--- src/rtl/scc_pkg.sv ---
// Shared definitions for the execute sequencer: FSM states, branch condition
// codes, first-level decode classes, the HALT opcode and CPSR bit positions.
// Pure declarations; no logic, no latency, no flow control.
package scc_pkg;

  typedef enum logic [2:0] {
    ST_IDLE      = 3'd0,
    ST_FETCH     = 3'd1,
    ST_DECODE    = 3'd2,
    ST_EXECUTE   = 3'd3,
    ST_WRITEBACK = 3'd4,
    ST_HALT      = 3'd5
  } state_e;

  // Branch condition codes
  localparam logic [3:0] COND_EQ = 4'b0000;
  localparam logic [3:0] COND_NE = 4'b0001;
  localparam logic [3:0] COND_CS = 4'b0010;
  localparam logic [3:0] COND_CC = 4'b0011;
  localparam logic [3:0] COND_MI = 4'b0100;
  localparam logic [3:0] COND_PL = 4'b0101;
  localparam logic [3:0] COND_VS = 4'b0110;
  localparam logic [3:0] COND_VC = 4'b0111;
  localparam logic [3:0] COND_HI = 4'b1000;
  localparam logic [3:0] COND_LS = 4'b1001;
  localparam logic [3:0] COND_GE = 4'b1010;
  localparam logic [3:0] COND_LT = 4'b1011;
  localparam logic [3:0] COND_GT = 4'b1100;
  localparam logic [3:0] COND_LE = 4'b1101;
  localparam logic [3:0] COND_AL = 4'b1110;
  localparam logic [3:0] COND_NV = 4'b1111;

  // First-level decode classes (ALU ops share 00 with MOV, split by dec_special)
  localparam logic [1:0] FL_MOV = 2'b00;
  localparam logic [1:0] FL_BR  = 2'b10;
  localparam logic [1:0] FL_SYS = 2'b11;

  localparam logic [2:0] OC_HALT = 3'b111;

  // CPSR bit positions
  localparam int FLAG_N = 3;
  localparam int FLAG_C = 2;
  localparam int FLAG_Z = 1;
  localparam int FLAG_V = 0;

endpackage

--- src/rtl/scc_exec_sequencer_if.sv ---
// Instruction-memory fetch port: req/addr from the sequencer, ack/data back.
// Latency: memory may take any number of cycles; data is valid only with ack.
// Backpressure: req is held until ack, no outstanding-request limit beyond one.
interface scc_exec_sequencer_if #(
  parameter int PC_WIDTH = 32
);
  logic                imem_req;
  logic [PC_WIDTH-1:0] imem_addr;
  logic                imem_ack;
  logic [31:0]         imem_data;

  modport master (
    output imem_req,
    output imem_addr,
    input  imem_ack,
    input  imem_data
  );

  modport slave (
    input  imem_req,
    input  imem_addr,
    output imem_ack,
    output imem_data
  );
endinterface

--- src/rtl/scc_cond_eval.sv ---
// Branch condition evaluator: cpsr[3:0] (N,C,Z,V) and cond[3:0] -> taken.
// Latency: purely combinational.
// Backpressure: none.
module scc_cond_eval
  import scc_pkg::*;
(
  input  logic [3:0] cpsr,
  input  logic [3:0] cond,
  output logic       taken
);

  logic n, c, z, v;

  assign n = cpsr[FLAG_N];
  assign c = cpsr[FLAG_C];
  assign z = cpsr[FLAG_Z];
  assign v = cpsr[FLAG_V];

  always_comb begin
    taken = 1'b0;
    case (cond)
      COND_EQ: taken = z;
      COND_NE: taken = !z;
      COND_CS: taken = c;
      COND_CC: taken = !c;
      COND_MI: taken = n;
      COND_PL: taken = !n;
      COND_VS: taken = v;
      COND_VC: taken = !v;
      COND_HI: taken = c && !z;
      COND_LS: taken = !(c && !z);
      COND_GE: taken = (n == v);
      COND_LT: taken = (n != v);
      COND_GT: taken = !z && (n == v);
      COND_LE: taken = !(!z && (n == v));
      COND_AL: taken = 1'b1;
      COND_NV: taken = 1'b0;
      default: taken = 1'b0;
    endcase
  end

endmodule

--- src/rtl/scc_exec_sequencer.sv ---
// Multi-cycle execute sequencer: fetch -> decode -> execute -> writeback; owns
// PC and CPSR, evaluates branches, gates register-file writes, halts on HALT.
// Latency: 4 cycles per instruction plus memory ack delay; fetch stalls on ack.
// Ports: clk/rst, run; imem (master fetch port); instr_q to decoder; dec_* and
// alu_flags from decoder/EX; ex_valid, rf_we strobes; cpsr_q, pc_q, halted.
module scc_exec_sequencer
  import scc_pkg::*;
#(
  parameter int                  PC_WIDTH = 32,
  parameter logic [PC_WIDTH-1:0] RESET_PC = '0
) (
  input  logic                 clk,
  input  logic                 rst,
  input  logic                 run,
  scc_exec_sequencer_if.master imem,
  output logic [31:0]          instr_q,
  input  logic [1:0]           dec_first_ld,
  input  logic                 dec_special,
  input  logic [2:0]           dec_alu_oc,
  input  logic                 dec_set_flags,
  input  logic [3:0]           dec_b_cond,
  input  logic [15:0]          dec_offset,
  input  logic [3:0]           alu_flags,
  output logic                 ex_valid,
  output logic                 rf_we,
  output logic [3:0]           cpsr_q,
  output logic [PC_WIDTH-1:0]  pc_q,
  output logic                 halted
);

  state_e              state_q;
  logic                br_taken;
  logic                is_halt;
  logic                is_branch;
  logic                writes_rf;
  logic [PC_WIDTH-1:0] pc_inc;
  logic [PC_WIDTH-1:0] pc_br;

  // Branches test the registered CPSR, so a flag-setting op committed on the
  // previous writeback edge is already visible here.
  scc_cond_eval u_cond (
    .cpsr  (cpsr_q),
    .cond  (dec_b_cond),
    .taken (br_taken)
  );

  assign is_halt   = !dec_special && (dec_first_ld == FL_SYS) && (dec_alu_oc == OC_HALT);
  assign is_branch = !dec_special && (dec_first_ld == FL_BR);
  assign writes_rf = dec_special || (dec_first_ld == FL_MOV);

  // Size cast of a signed operand sign-extends the word offset; the add wraps.
  assign pc_inc = pc_q + PC_WIDTH'(1);
  assign pc_br  = pc_q + PC_WIDTH'($signed(dec_offset));

  assign imem.imem_addr = pc_q;

  always_ff @(posedge clk) begin
    if (rst) begin
      state_q       <= ST_IDLE;
      imem.imem_req <= 1'b0;
      instr_q       <= '0;
      ex_valid      <= 1'b0;
      rf_we         <= 1'b0;
      cpsr_q        <= '0;
      pc_q          <= RESET_PC;
      halted        <= 1'b0;
    end else begin
      ex_valid <= 1'b0;
      rf_we    <= 1'b0;
      case (state_q)
        ST_IDLE: begin
          if (run) begin
            state_q       <= ST_FETCH;
            imem.imem_req <= 1'b1;
          end
        end
        ST_FETCH: begin
          if (imem.imem_ack) begin
            instr_q       <= imem.imem_data;
            imem.imem_req <= 1'b0;
            state_q       <= ST_DECODE;
          end
        end
        ST_DECODE: begin
          state_q  <= ST_EXECUTE;
          ex_valid <= 1'b1;
        end
        ST_EXECUTE: begin
          // The decoder has been stable on instr_q since DECODE, so the write
          // enable can be registered here and line up with the WRITEBACK cycle.
          state_q <= ST_WRITEBACK;
          rf_we   <= writes_rf;
        end
        ST_WRITEBACK: begin
          if (is_halt) begin
            state_q <= ST_HALT;
            halted  <= 1'b1;
          end else begin
            state_q       <= ST_FETCH;
            imem.imem_req <= 1'b1;
            pc_q          <= (is_branch && br_taken) ? pc_br : pc_inc;
            if (dec_special && dec_set_flags) begin
              cpsr_q <= alu_flags;
            end
          end
        end
        ST_HALT: begin
          state_q <= ST_HALT;
        end
        default: begin
          state_q       <= ST_IDLE;
          imem.imem_req <= 1'b0;
        end
      endcase
    end
  end

endmodule
--- src/flat_wrapper.sv ---
// flat-port wrapper written by rule: the top's interface ports become plain ports
module scc_exec_sequencer_flat import scc_pkg::*;
#(
  parameter int                  PC_WIDTH = 32,
  parameter logic [PC_WIDTH-1:0] RESET_PC = '0
)
  (clk, rst, run, instr_q, dec_first_ld, dec_special, dec_alu_oc, dec_set_flags, dec_b_cond, dec_offset, alu_flags, ex_valid, rf_we, cpsr_q, pc_q, halted, imem_imem_req, imem_imem_addr, imem_imem_ack, imem_imem_data);
  scc_exec_sequencer_if #(.PC_WIDTH(PC_WIDTH)) imem_i ();
  input  logic clk;
  input  logic rst;
  input  logic run;
  output logic [31:0] instr_q;
  input  logic [1:0] dec_first_ld;
  input  logic dec_special;
  input  logic [2:0] dec_alu_oc;
  input  logic dec_set_flags;
  input  logic [3:0] dec_b_cond;
  input  logic [15:0] dec_offset;
  input  logic [3:0] alu_flags;
  output logic ex_valid;
  output logic rf_we;
  output logic [3:0] cpsr_q;
  output logic [PC_WIDTH-1:0] pc_q;
  output logic halted;
  output wire logic [$bits(imem_i.imem_req)-1:0] imem_imem_req;
  output wire logic [$bits(imem_i.imem_addr)-1:0] imem_imem_addr;
  input wire logic [$bits(imem_i.imem_ack)-1:0] imem_imem_ack;
  input wire logic [$bits(imem_i.imem_data)-1:0] imem_imem_data;
  assign imem_imem_req = imem_i.imem_req;
  assign imem_imem_addr = imem_i.imem_addr;
  assign imem_i.imem_ack = imem_imem_ack;
  assign imem_i.imem_data = imem_imem_data;
  scc_exec_sequencer #(.PC_WIDTH(PC_WIDTH), .RESET_PC(RESET_PC)) u_core (.clk(clk), .rst(rst), .run(run), .imem(imem_i), .instr_q(instr_q), .dec_first_ld(dec_first_ld), .dec_special(dec_special), .dec_alu_oc(dec_alu_oc), .dec_set_flags(dec_set_flags), .dec_b_cond(dec_b_cond), .dec_offset(dec_offset), .alu_flags(alu_flags), .ex_valid(ex_valid), .rf_we(rf_we), .cpsr_q(cpsr_q), .pc_q(pc_q), .halted(halted));
endmodule
--- config.mk ---
export PLATFORM = sky130hd
export DESIGN_NAME = scc_exec_sequencer_flat
export DESIGN_NICKNAME = d
export VERILOG_FILES = /design/src/rtl/scc_pkg.sv /design/src/rtl/scc_exec_sequencer_if.sv /design/src/rtl/scc_cond_eval.sv /design/src/rtl/scc_exec_sequencer.sv /design/src/flat_wrapper.sv
export SDC_FILE = /design/constraint.sdc
export NUM_CORES = 1
export LEC_CHECK = 0
export BUFFER_PORTS_ARGS = -buffer_cell sky130_fd_sc_hd__buf_2
export CAP_MARGIN = 20
export CORE_AREA = 2 2 146 77
export CTS_CLUSTER_SIZE = 14
export DETAILED_ROUTE_END_ITERATION = 12
export DIE_AREA = 0 0 148 79
export PLACE_DENSITY = 0.72
export SLEW_MARGIN = 15
export SYNTH_ARGS = -nofsm -noshare
export SYNTH_HDL_FRONTEND = slang
export SYNTH_SLANG_ARGS = --single-unit
--- constraint.sdc ---
create_clock -name clk -period 5.6 [get_ports clk]
set_input_delay 0.56 -clock clk [delete_from_list [all_inputs] [get_ports clk]]
set_output_delay 0.56 -clock clk [all_outputs]
set_load 0.03 [all_outputs]
==> flow_metrics.py <==
metrics = {
    "run_status": {
        "run_status": "complete, no violations",
    },
    "flow_run": {
        "cap_viol_max_count": 0,
    },
    "clock_network": {
        "clk_path_buf_depth": 2,
        "root_buffer": "clkbuf_16",
        "post_cts_buffers": 0,
        "postCtsHoldBufs": 0,
        "clk_latency_ps": 340,
        "clkSinkCount": 75,
        "cts_tree": "built",
        "clk_pin_slew_ps": 70,
        "htreeDepth": 3,
        "cts_resized": 0,
        "cts_made_buffers": 9,
    },
    "worst_setup_path": {
        "reg2reg_from": "u_core.cpsr_q[0]",
        "cp-start-kind": "flip-flop",
        "setup.worst_path.start": "u_core.cpsr_q[0]",
        "crit_end": "u_core.imem.imem_addr[28]",
        "reg2regPathDepth": 16,
        "r2r_slack_ps": 1030,
        "endpoint_kind": "flip-flop",
        "crit_fanout": 17,
        "arrival_ps": 4830,
        "critPathKind": "flip-flop to flip-flop",
        "cp.required_ps": 5860,
        "rr_endpoint": "u_core.imem.imem_addr[28]",
    },
    "sta": {
        "period_needed_ps": 4570,
        "relSlewSlack": 0.329,
        "setup_viol": 0,
        "tns_ps": 0,
        "worst-slew-pin-transition_ps": 1000,
        "fin_skew_ps": 13.5,
        "fin_crit_sh": 0.816,
        "finalMaxSlewViolations": 0,
        "worst_slack_ps": 1030,
        "rsz0062_at_grt": "no",
        "hold_viol": 0,
        "fmax_mhz": 219,
        "timing.hold.ws_ps": 451,
    },
    "drt": {
        "drtAntennaViolNets": 0,
        "wl_mm": 13.2,
        "avgRoutedWirePerCell_um": 15.0,
        "vias_per_cell": 5.36,
        "via_count": 4730,
        "first_pass_iters": 5,
        "dr.first_iter.drc_count": 232,
        "drc_errors": 0,
    },
    "finish": {
        "antenna_cells": 0,
        "syn_to_final_growth_pct": 22.2,
        "finalInstanceArea_um2": 5710,
        "postLayoutCoreUtil": 0.542,
        "layoutNonFillerInstCount": 882,
        "fin_nets": 831,
        "num-fill-cells": 1038,
        "final_common_cell": "buf_2",
        "drive_above_1_share": 0.274,
        "final_cell_mix": "170 x buf_2, 130 x nand2_1, 88 x a21oi_1",
    },
    "pwr": {
        "power.density_nw_per_um2": 227,
        "vdd_drop_max_uv": 135,
        "p_total_mw": 1.29,
        "p_leak_nw": 2.85,
    },
    "logic_synthesis": {
        "synth-seq-cells": 75,
        "yosysSeqAreaShare": 0.321,
        "ys_warn_count": 0,
        "syn_area_um2": 4670,
        "synth_flop_cell": "dfxtp_1",
        "yosysUniqueCellTypes": 55,
        "async_flop_share": 0,
        "synth_nets": 708,
        "synth_edf_count": 0,
        "synthCells": 609,
        "syn_area_per_cell_um2": 7.67,
    },
    "die": {
        "initial_core_util": 0.443,
        "die_x_um": 148,
        "coreArea_um2": 10500,
        "dieArea_um2": 11700,
        "dieHeight_um": 79,
        "fp-row-count": 27,
        "ios": 171,
    },
    "grt": {
        "gr-total-overflow": 0,
        "grt_max_degree": 42,
        "grt_pass1_wl_mm": 21.1,
        "grt_use_total": 0.224,
        "antenna_found_initial": 0,
        "grt_pass1_vias": 4301,
    },
    "place": {
        "gp_congestion": 0.961,
        "dp_cells": 866,
        "placed_area_um2": 5400,
        "place.port_buffers": 170,
        "dp_hpwl_mm": 9.78,
        "dp_slack_ps": 615,
    },
    "min_path": {
        "hp-class": "input port to flip-flop",
    },
}
## cell usage after synthesis (10+ instances only)
cell | instances | share of area
xnor2_1 | 18 | 0.034
o21ai_0 | 15 | 0.016
inv_1 | 10 | 0.0080
a21o_1 | 15 | 0.024
and3_1 | 16 | 0.021
nor2_1 | 31 | 0.025
buf_4 | 32 | 0.051
dfxtp_1 | 75 | 0.32
a21oi_1 | 88 | 0.094
nand2_1 | 130 | 0.10
ha_1 | 31 | 0.083
clkbuf_1 | 29 | 0.023
## power breakdown
part,internal (mW),switching (mW)
registers,0.547,0.0100
logic,0.0516,0.0903
clock network,0.348,0.247
## layout make-up
class / instances / area, µm² / share of cell area
Sequential cell: 75 / 1500 / 0.263
Tap cell: 145 / 181 / 0.0318
Multi-Input combinational cell: 461 / 2790 / 0.489
Clock inverter: 7 / 73.8 / 0.0129
Clock buffer: 9 / 225 / 0.0394
Inverter: 10 / 37.5 / 0.00657
Timing Repair Buffer: 175 / 896 / 0.157
## worst min-delay path by stage
stage	startpoint	to	slack (ps)	depth (start not counted)
after floorplan	u_core.state_q[1]	u_core.instr_q[0]	580	3
after global placement	u_core.instr_q[0]	u_core.instr_q[0]	440	2
after detailed placement	u_core.instr_q[26]	u_core.instr_q[26]	440	2
after CTS	alu_flags[1]	u_core.cpsr_q[1]	440	3
after global routing	imem_imem_data[23]	u_core.instr_q[23]	460	3
final	alu_flags[1]	u_core.cpsr_q[1]	450	3
## worst max-delay path, stage by stage, from the launching register on
cell	delay (ps)
dfxtp_1	450
xnor2_1	160
mux2i_1	100
a211oi_1	230
a21oi_1	90
xnor2_2	540
and3_1	260
buf_4	240
ha_1	370
a21oi_1	290
o21ai_0	220
nor4b_1	280
o21ai_1	150
a311oi_1	510
nor2b_1	130
o31a_1	300
a21oi_1	150
## state kept, by name, indices dropped and copies added (netlist names)
signal / flops
u_core.imem.imem_addr: 32
u_core.instr_q: 32
u_core.cpsr_q: 4
u_core.state_q: 3
u_core.ex_valid: 1
u_core.halted: 1
u_core.imem.imem_req: 1
u_core.rf_we: 1
## cells by family after synthesis
logic type,share of synthesized area
buffers and inverters,0.0843
adders and majority gates,0.0873
muxes,0.0193
xor gates and xnor gates,0.0506
AOI/OAI and AO/OA,0.212
DFF,0.321
and+or+nand+nor,0.225
## metal layers
layer	wire (µm)	share of wire	track usage	up-vias
met5	0	0	0	-
met4	96	0.0073	0.0571	0
met3	942	0.071	0.0552	13
met2	5830	0.44	0.353	177
met1	6340	0.48	0.307	2198
li1	-	-	-	2342
(Power assumes the default switching activity.)
